==> src/rtl/m_0_pkg.sv <==
// Shared defaults and label type for the taint-tracking data register.
package m_0_pkg;

    localparam int unsigned DATA_W_DEF  = 2;
    localparam int unsigned TAINT_W_DEF = 32;

    typedef logic [TAINT_W_DEF-1:0] taint_t;

endpackage

==> src/rtl/m_0_taint_or.sv <==
// Conditional OR of taint labels: the data label only contributes when the
// select lets data through; control and clock labels always contribute.
module ift_taint_or #(
    parameter int unsigned TAINT_W = m_0_pkg::TAINT_W_DEF
) (
    input  logic               sel,
    input  logic [TAINT_W-1:0] data_t,
    input  logic [TAINT_W-1:0] ctrl_t,
    input  logic [TAINT_W-1:0] clk_t,
    output logic [TAINT_W-1:0] next_t_c
);

    always_comb begin
        next_t_c = ctrl_t | clk_t;
        if (sel) begin
            next_t_c = next_t_c | data_t;
        end
    end

endmodule

==> src/rtl/m_0.sv <==
// Data register with synchronous reset and a cycle-aligned taint label register.
module m_0
    import m_0_pkg::*;
#(
    parameter int unsigned      DATA_W  = DATA_W_DEF,
    parameter int unsigned      TAINT_W = TAINT_W_DEF,
    parameter logic [DATA_W-1:0] RST_VAL = '0
) (
    input  logic               CLK,
    input  logic               SRST,
    input  logic [TAINT_W-1:0] CLK_t,
    input  logic [TAINT_W-1:0] SRST_t,
    input  logic [DATA_W-1:0]  D,
    input  logic [TAINT_W-1:0] D_t,
    output logic [DATA_W-1:0]  Q,
    output logic [TAINT_W-1:0] Q_t
);

    // Power-up contents: reset value for data, untainted label.
    logic [DATA_W-1:0]  q_r  = RST_VAL;
    logic [TAINT_W-1:0] qt_r = '0;
    logic [TAINT_W-1:0] next_t_c;

    ift_taint_or #(
        .TAINT_W (TAINT_W)
    ) u_taint_or (
        .sel      (~SRST),
        .data_t   (D_t),
        .ctrl_t   (SRST_t),
        .clk_t    (CLK_t),
        .next_t_c (next_t_c)
    );

    // Both registers see the same sampled SRST, keeping data and label aligned.
    always_ff @(posedge CLK) begin
        if (SRST) begin
            q_r <= RST_VAL;
        end else begin
            q_r <= D;
        end
        qt_r <= next_t_c;
    end

    assign Q   = q_r;
    assign Q_t = qt_r;

endmodule

==> config.mk <==
export PLATFORM = sky130hd
export DESIGN_NAME = m_0
export DESIGN_NICKNAME = d
export VERILOG_FILES = /design/src/rtl/m_0_pkg.sv /design/src/rtl/m_0_taint_or.sv /design/src/rtl/m_0.sv
export SDC_FILE = /design/constraint.sdc
export NUM_CORES = 1
export LEC_CHECK = 0
export BUFFER_PORTS_ARGS = -buffer_cell sky130_fd_sc_hd__buf_2
export CAP_MARGIN = 15
export CORE_ASPECT_RATIO = 0.8
export CORE_UTILIZATION = 30
export DETAILED_ROUTE_END_ITERATION = 7
export HOLD_SLACK_MARGIN = 0.15
export PLACE_DENSITY = 0.89
export SYNTH_ARGS = -nofsm -noshare
export SYNTH_HDL_FRONTEND = slang
export SYNTH_HIERARCHICAL = 1
export SYNTH_SLANG_ARGS = --single-unit
==> constraint.sdc <==
create_clock -name CLK -period 1.1 [get_ports CLK]
set_clock_uncertainty 0.15 [all_clocks]
set_input_delay 0.055 -clock CLK [delete_from_list [all_inputs] [get_ports CLK]]
set_output_delay 0.055 -clock CLK [all_outputs]
set_load 0.02 [all_outputs]
==> summary.txt <==
Route
  • Drt drc: 0
  • WL per Instance: 18.2 um
  • Initial DRC count: 66
  • Initial DRT Pass Iterations: 4
  • Antenna Nets Post-Route: 0
  • Via count: 1665
  • Final WL: 6380 um
  • Vias per cell: 4.76

Layout
  • Layout cells sized above 1: 0.463
  • Sequential Area: 681 sq um
  • Final Cell Area: 2790 sq um
  • Most common cell after layout, fill and taps aside: buf_2
  • Final #Nets: 409
  • Area delta synth->final: 175%
  • Filler Cell Count: 147
  • Area of the multi-input gates: 295 sq um
  • Highest-count cells in the layout ignoring fill and taps: buf_2 (133), dlygate4sd3_1 (99), dfxtp_1 (34)

Synthesis
  • Number of synthesized register bits: 34
  • Synthesized cell area: 1010 sq um
  • Cell count after synthesis: 72
  • Syn nets: 172
  • Sequential area share after synthesis: 0.672
  • Yosys cell types: 6
  • Synthesized area per cell: 14.1 sq um
  • Ys Warns: 6

STA
  • Max Clk Rate: 962 MHz
  • Final TNS setup: 0 ns
  • Rel. slew slack: 0.896
  • Setup Viol. Count Final: 0
  • Fin worst setup slack: 0.0606 ns
  • Max-slew violations: 0
  • Worst slew pin tran: 0.156 ns
  • Final Hold Vio Count: 0
  • Unrepaired setup endpoints after global routing: no
  • Final period util: 0.945
  • Final worst path period need: 1.04 ns

Clock network
  • Reg clk slew, reported paths: 0.07 ns
  • Clk sinks: 34
  • Setup bufs post-CTS: 0
  • Total CTS buffers: 5
  • CTS tree: yes
  • Clock Tree Root: clkbuf_8
  • Clock buffer depth: 2
  • Htree depth: 2

Floorplan
  • I/O pin total: 134
  • Die height: 54.0 um
  • Die area: 3620 sq um
  • Die X: 67.0 um
  • Initial Util: 0.321
  • CORE AREA: 3150 sq um
  • Site Rows: 18

Global routing
  • Largest net degree at the start of global routing: 33
  • Gr ovfl total: 0
  • Initial antenna violation count: 0
  • Vias in the first global route: 1861
  • First-pass GRT wire length: 9230 um
  • GRT Total Usage: 0.373

Critical path
  • Worst Path Arrival: 1.05 ns
  • Critical Path Fanout Max: 1
  • Crit Path Category: in -> reg
  • Critical Path RT: 1.11 ns
  • CP Capture Type: flop
  • Worst setup SP type: input port

Job
  • Max cap viols: 0

Placement
  • Dpl hpwl: 2580 um
  • Post-DP Area: 1720 sq um
  • Pre-CTS setup slack: 0.140 ns
  • Port-buffer cells: 133
  • Final Wtd Congestion: 0.726

Outcome
  • Status: complete, no violations

Power
  • Max VDD drop: 0.813 mV
  • Leakage Power: 1.35 nW
  • PD cells: 1050 nW/um^2
  • Power consumption: 2.92 mW

Hold path
  • HP Class: in -> reg
  • WHS Endpoint: Q_t[16]
  • Hold_sp: SRST
  • Hold Path Stages: 4
==> flip-flops by register name (all words and copies together) (netlist names) <==
| name | cells |
|---|---|
| Q | 2 |
| Q_t | 32 |
==> how the worst max path moves through the flow <==
stage | from | endpoint | cells after the start
3_5_place_dp | SRST | Q_t[31] | 4
4_1_cts | SRST_t[31] | Q_t[31] | 3
5_1_grt | Q[0] | Q[0] | 1
3_3_place_gp | SRST | Q_t[0] | 4
6_report | D_t[13] | Q_t[13] | 3
2_1_floorplan | SRST | Q_t[10] | 3
==> routing by layer <==
| metal | vias up | track usage | part of all wire |
|---|---|---|---|
| li1 | 752 | - | - |
| met1 | 765 | 0.401 | 0.37 |
| met2 | 128 | 0.672 | 0.51 |
| met3 | 20 | 0.129 | 0.087 |
| met4 | 0 | 0.160 | 0.028 |
| met5 | - | 0 | 0 |
==> cells by family after synthesis <==
family | count (synthesis) | share of synthesized area
flip-flops | 34 | 0.672
buffers and inverters | 4 | 0.0370
AND/OR/NAND/NOR | 2 | 0.0123
AO/OA/AOI/OAI | 32 | 0.279
==> Yosys cell counts <==
library cell / n / area, sq um
inv_1: 1 / 3.75
a211o_1: 30 / 263
a211o_2: 2 / 20.0
buf_6: 3 / 33.8
nor2b_1: 2 / 12.5
dfxtp_1: 34 / 681
==> report_power, final <==
group          switching, mW  internal [mW]  total, mW
sequential            0.0224           1.30       1.32
combinational          0.289          0.448      0.736
clock                  0.438          0.424      0.863
total                  0.750           2.17       2.92
==> metrics by stage <==
| step | hold slack [ns] | cells | utilization |
|---|---|---|---|
| CTS | 0.179 | 349 | 0.883 |
| global placement | 0.0844 | 243 | 0.544 |
| floorplan | -0.0234 | 72 | - |
| finish | 0.224 | 350 | 0.884 |
| global route | 0.236 | 349 | 0.883 |
| detailed placement | 0.0899 | 243 | 0.544 |
==> cell type report <==
cell class / instances / area share
antenna: 1 / 0.000898
clock buffer: 5 / 0.0247
clock inverter: 2 / 0.00359
inverter: 1 / 0.00135
multi-input combinational: 34 / 0.106
sequential: 34 / 0.244
tap: 40 / 0.0180
timing repair buffer: 233 / 0.601
==> timing repair <==
item,4_1_cts,5_1_grt
resized for setup,0,0
endpoints found under the hold margin,34,0
setup endpoints to repair,0,0
hold buffers,99,0
==> worst max-delay path, cell delays in order <==
cell and delay, ns:
dlygate4sd3_1 0.55, buf_2 0.14, a211o_1 0.31
Power figures use the tool's default switching activity.
